<file path="src/rtl/pipeline_ctrl.sv">
// Stall/flush controller for the 5-stage pipeline: prioritised hold/flush, MDU busy sequencing, exception flush.
// Optional macro STALL_CNT_EN adds a stall_cycles output counting cycles with any hold bit set.
module pipeline_ctrl #(
    parameter int unsigned MDU_CYCLES = 32,
    parameter logic [31:0] EXC_VECTOR = 32'hBFC00380
) (
    input  logic        clk,
    input  logic        rst,
    input  logic        stall_req_id,
    input  logic        stall_req_mem,
    input  logic        mdu_start,
    input  logic        exc_req,
    output logic [4:0]  hold,
    output logic [4:0]  flush,
    output logic        pc_redirect,
    output logic [31:0] new_pc,
    output logic        mdu_busy,
    output logic        mdu_done,
    output logic        mdu_abort
`ifdef STALL_CNT_EN
    ,
    output logic [31:0] stall_cycles
`endif
);

    typedef enum logic {
        RUN,
        MDU_WAIT
    } state_t;

    localparam logic [7:0] CNT_LOAD = 8'(MDU_CYCLES - 1);

    state_t     state_q, state_d;
    logic [7:0] cnt_q, cnt_d;
    logic       ex_stall;

    always_ff @(posedge clk) begin
        if (rst) begin
            state_q <= RUN;
            cnt_q   <= 8'd0;
        end else begin
            state_q <= state_d;
            cnt_q   <= cnt_d;
        end
    end

    // EX stalls on the start cycle itself and on every MDU_WAIT cycle until the count runs out.
    assign ex_stall = ((state_q == RUN) && mdu_start) ||
                      ((state_q == MDU_WAIT) && (cnt_q != 8'd0));

    always_comb begin
        state_d     = state_q;
        cnt_d       = cnt_q;
        hold        = 5'b00000;
        flush       = 5'b00000;
        pc_redirect = 1'b0;
        new_pc      = 32'd0;
        mdu_busy    = 1'b0;
        mdu_done    = 1'b0;
        mdu_abort   = 1'b0;

        if (rst) begin
            flush = 5'b11110;
        end else begin
            mdu_busy = (state_q == MDU_WAIT);
            if (exc_req) begin
                flush       = 5'b11110;
                pc_redirect = 1'b1;
                new_pc      = EXC_VECTOR;
                mdu_abort   = (state_q == MDU_WAIT);
                state_d     = RUN;
                cnt_d       = 8'd0;
            end else begin
                if (stall_req_mem) begin
                    hold  = 5'b01111;
                    flush = 5'b10000;
                end else if (ex_stall) begin
                    hold  = 5'b00111;
                    flush = 5'b01000;
                end else if (stall_req_id) begin
                    hold  = 5'b00011;
                    flush = 5'b00100;
                end

                // The MDU countdown keeps running through MEM stalls; a start under a MEM stall is retried.
                case (state_q)
                    RUN: begin
                        if (mdu_start && !stall_req_mem) begin
                            state_d = MDU_WAIT;
                            cnt_d   = CNT_LOAD;
                        end
                    end
                    MDU_WAIT: begin
                        if (cnt_q != 8'd0) begin
                            cnt_d = cnt_q - 8'd1;
                        end else begin
                            mdu_done = 1'b1;
                            state_d  = RUN;
                        end
                    end
                    default: begin
                        state_d = RUN;
                        cnt_d   = 8'd0;
                    end
                endcase
            end
        end
    end

`ifdef STALL_CNT_EN
    logic [31:0] stall_cnt_q;

    always_ff @(posedge clk) begin
        if (rst) begin
            stall_cnt_q <= 32'd0;
        end else if (|hold) begin
            stall_cnt_q <= stall_cnt_q + 32'd1;
        end
    end

    assign stall_cycles = stall_cnt_q;
`endif

endmodule

</file>
<file path="config.mk">
export PLATFORM = sky130hd
export DESIGN_NAME = pipeline_ctrl
export DESIGN_NICKNAME = d
export VERILOG_FILES = /design/src/rtl/pipeline_ctrl.sv
export SDC_FILE = /design/constraint.sdc
export NUM_CORES = 1
export LEC_CHECK = 0
export BUFFER_PORTS_ARGS = -buffer_cell sky130_fd_sc_hd__clkbuf_2
export CORE_MARGIN = 2
export CORE_UTILIZATION = 41
export DETAILED_ROUTE_END_ITERATION = 7
export GPL_TIMING_DRIVEN = 0
export PLACE_DENSITY_LB_ADDON = 0.15
export SYNTH_ARGS = -nofsm -noshare
export SYNTH_HDL_FRONTEND = slang
export SYNTH_SLANG_ARGS = --single-unit
</file>
<file path="constraint.sdc">
create_clock -name clk -period 3.3 [get_ports clk]
set_clock_uncertainty 0.15 [all_clocks]
set_input_delay 0.99 -clock clk [delete_from_list [all_inputs] [get_ports clk]]
set_output_delay 0.99 -clock clk [all_outputs]
set_load 0.03 [all_outputs]
</file>
==> metrics.md <==
| Metric | Value |
|---|---|
| Largest family of logic cells by synthesized area | buffers and inverters |
| Status | finished clean |
| CP required | 2.16 ns |
| First-pass GRT wire length | 2.58 mm |
| Ys Warns | 0 |
| Die Y | 48.0 um |
| Compound-Gate Fraction of Synth Area | 13.4% |
| Combinational Power Share | 42.3% |
| Crit path top cell by count | clkbuf_2 |
| NetSw | 137 uW |
| Final worst path period share | 94.9% |
| CP max FO | 10 |
| Crit path DAT | 1.99 ns |
| Critical Path End Type | output port |
| Yosys cell types | 29 |
| Share of layout cells above drive strength 1 | 49.7% |
| DIE AREA | 2300 um^2 |
| I/O pins | 52 |
| Inserted Clock Buffers | 3 |
| Final GP Congestion | 0.740 |
| Maximum VDD drop | 0.000311 V |
| Overall power | 350 uW |
| Final #Nets | 163 |
| Switch share | 39.3% |
| GR Util met1 | 18.6% |
| Initial antenna violation count | 0 |
| Wirelength per Cell | 9.54 um |
| Grt total ovfl | 0 |
| GR Util met2 | 28.0% |
| Vias per cell | 4.13 |
| PD cells | 313 nW/um^2 |
| LEAKAGE | 0.000597 uW |
| Root buffer cell | clkbuf_4 |
| Hold Vio Cnt, Final | 0 |
| RSZ-0062 raised after global routing | false |
| Crit-path leading delay family | buffers and inverters |
| # rows | 15 |
| Hold Path Class | register to register |
| Setup violators final | 0 |
| Initial DRC count | 5 |
| GRT Overall Usage | 15.6% |
| Largest net degree at the start of global routing | 15 |
| Post-layout util | 63.3% |
| Maximum level of the CTS H-tree | 1 |
| Max-cap check violation count | 0 |
| N_diodes | 0 |
| Seq/Total Area, Yosys | 22.7% |
| Clock share of power | 24.4% |
| Final std cells w/o fill | 180 |
| Antenna Nets Post-Route | 0 |
| Mux contribution to synthesized area | 0% |
| Hold_ws | 0.392 ns |
| Vias in the first global route | 602 |
| Post-DP HPWL | 1.36 mm |
| Post-Route WL | 1.72 mm |
| Initial core utilization | 45.0% |
| Synth Area in XOR/XNOR | 4.42% |
| Post-synthesis cell count | 100 |
| Max Freq | 0.319 GHz |
| Detailed Routing Iterations Pass 1 | 4 |
| Area growth syn-to-layout | 40.9% |
| Syn Std Cell Area | 793 um^2 |
| Clk slew on worst S/H paths | 0.06 ns |
| Hold_buf cts | 0 |
| Post-Synth Adder-Cell Area | 1.58% |
| WS Path Type | input pin to output port |
| Core Box Area | 1760 um^2 |
| Grt peak-use layer | met2 |
| Internal | 212 uW |
| Die width | 48.0 um |
| Worst-path cell chain | clkbuf_2 -> nor2_1 -> inv_2 -> a21oi_2 -> buf_4 -> clkbuf_2 |
| Register bit total from synthesis | 9 |
| Grt met3 use | 4.91% |
| TritonCTS clock tree | built |
| Startpoint Class | input pin |
| Bufs and invs on worst path | 4 |
| # clock sinks | 9 |
| CP max stage cell | nor2_1 |
| Vias post-DR | 743 |
| Buffers on Ports | 29 |
| Minimum clock period | 3.13 ns |
| Flop pwr share | 33.2% |
| Number of fill cells | 179 |
| Final Max Tran Viols | 0 |
| Clk_lat worst skew | 0.26 ns |
| Worst-case clock buffer depth | 2 |
| Mean Syn Cell Area | 7.93 um^2 |
| Post-synthesis simple-gate area fraction | 21.9% |
| Max incr delay on CP | 0.26 ns |
| Dpl cells | 175 |
| Drc violations | 0 |
==> stage by stage <==
step / setup WS [ns] / setup TNS (ns) / instance area [um^2]
after floorplan: 0.205 / 0 / 878
after global routing: 0.0383 / 0 / 1120
after CTS: 0.0711 / 0 / 1090
after global placement: -0.0251 / -0.0251 / 1050
final: 0.167 / 0 / 1120
after detailed placement: -0.0441 / -0.0441 / 1050
==> layout by cell type, fill, tap and decap left out <==
| master | count |
|---|---|
| clkbuf_2 | 29 |
| nor4_4 | 1 |
| and4_1 | 1 |
| or4_1 | 1 |
| o211ai_1 | 1 |
| and2_1 | 2 |
| inv_1 | 4 |
| a21oi_2 | 1 |
| nor3_2 | 1 |
| clkbuf_4 | 3 |
| xor2_1 | 1 |
| nand2b_1 | 1 |
| conb_1 | 22 |
| buf_4 | 36 |
| and2b_1 | 1 |
| nor3_1 | 3 |
| nand2_1 | 2 |
| nor2_1 | 7 |
| a21o_1 | 1 |
| ha_1 | 1 |
| or3_1 | 3 |
| o2111ai_1 | 1 |
| o21ai_0 | 2 |
| a211oi_1 | 2 |
| inv_2 | 1 |
| dfxtp_1 | 9 |
| a2111oi_2 | 1 |
| a21boi_2 | 1 |
| nor2b_1 | 3 |
| nor3b_4 | 1 |
| nor2b_2 | 1 |
| a21oi_1 | 6 |
| clkbuf_1 | 1 |
| xnor2_1 | 3 |
| or4b_4 | 1 |
==> power by group through the flow <==
stage                     clock network, uW  logic (uW)  registers, uW
after floorplan                           0         120            117
after global routing                   90.5         159            117
after detailed placement                  0         142            118
final                                  85.3         148            116
after global placement                    0         140            118
after CTS                              86.2         144            116
==> kinds of logic after synthesis <==
group	Yosys count
buf+inv	40
simple gates	29
compound gates	16
flops	9
xor+xnor	4
fa+ha+maj	1
other cells	1
==> worst reg2reg max path, stage by stage, from the launching register on <==
cell       delay [ns]
dfxtp_1          0.38
inv_1            0.06
ha_1             0.22
nor3b_4          0.17
buf_4            0.15
a2111oi_2        0.38
xnor2_1          0.16
nor2_1           0.05
==> final timing paths <==
check | startpoint | endpoint | slack (ns) | depth (start not counted)
worst max-delay path | rst | hold[1] | 0.17 | 6
worst min-delay path | cnt_q[0] | cnt_q[0] | 0.39 | 1
worst max register to register | cnt_q[0] | cnt_q[5] | 1.48 | 7
worst min register to register | cnt_q[0] | cnt_q[0] | 0.39 | 1
==> state kept, by name, indices dropped and copies added, names as in the netlist <==
name,cells
state_q,1
cnt_q,8
==> routing by layer <==
metal	wire length (um)	vias to the layer above	share of wire (%)
li1	-	389	-
met1	667	330	39
met2	924	24	54
met3	125	0	7.3
met4	0	0	0
met5	0	-	0
==> synth_stat cells (all sizes together) <==
cell type	count	area, um^2
a2111oi	1	15.0
a211oi	2	15.0
a21boi	1	7.51
a21o	1	7.51
a21oi	7	35.0
and2	2	12.5
and2b	1	7.51
and4	1	8.76
buf	35	263
conb	1	3.75
dfxtp	9	180
ha	1	12.5
inv	5	18.8
nand2	2	7.51
nand2b	1	6.26
nor2	7	26.3
nor2b	4	25.0
nor3	4	20.0
nor3b	1	7.51
nor4	1	12.5
o2111ai	1	8.76
o211ai	1	7.51
o21ai	2	10.0
or3	3	18.8
or4	1	7.51
or4b	1	13.8
xnor2	3	26.3
xor2	1	8.76
==> area by class of cell <==
type                       instances  area (um^2)  area share [%]
multi-input combinational         72          445            39.9
inverter                           5         18.8            1.68
timing repair buffer              30          153            13.7
tap                               25         31.3            2.80
buffer                            35          263            23.5
sequential                         9          180            16.1
clock buffer                       4         26.3            2.35
==> timing repair <==
| action | 4_1_cts | 5_1_grt |
|---|---|---|
| endpoints found under the setup margin | 4 | 3 |
| pin swaps | 0 | 0 |
| gates resized for setup | 3 | 2 |
| buffers inserted | 0 | 1 |
Power figures use the tool's default switching activity.
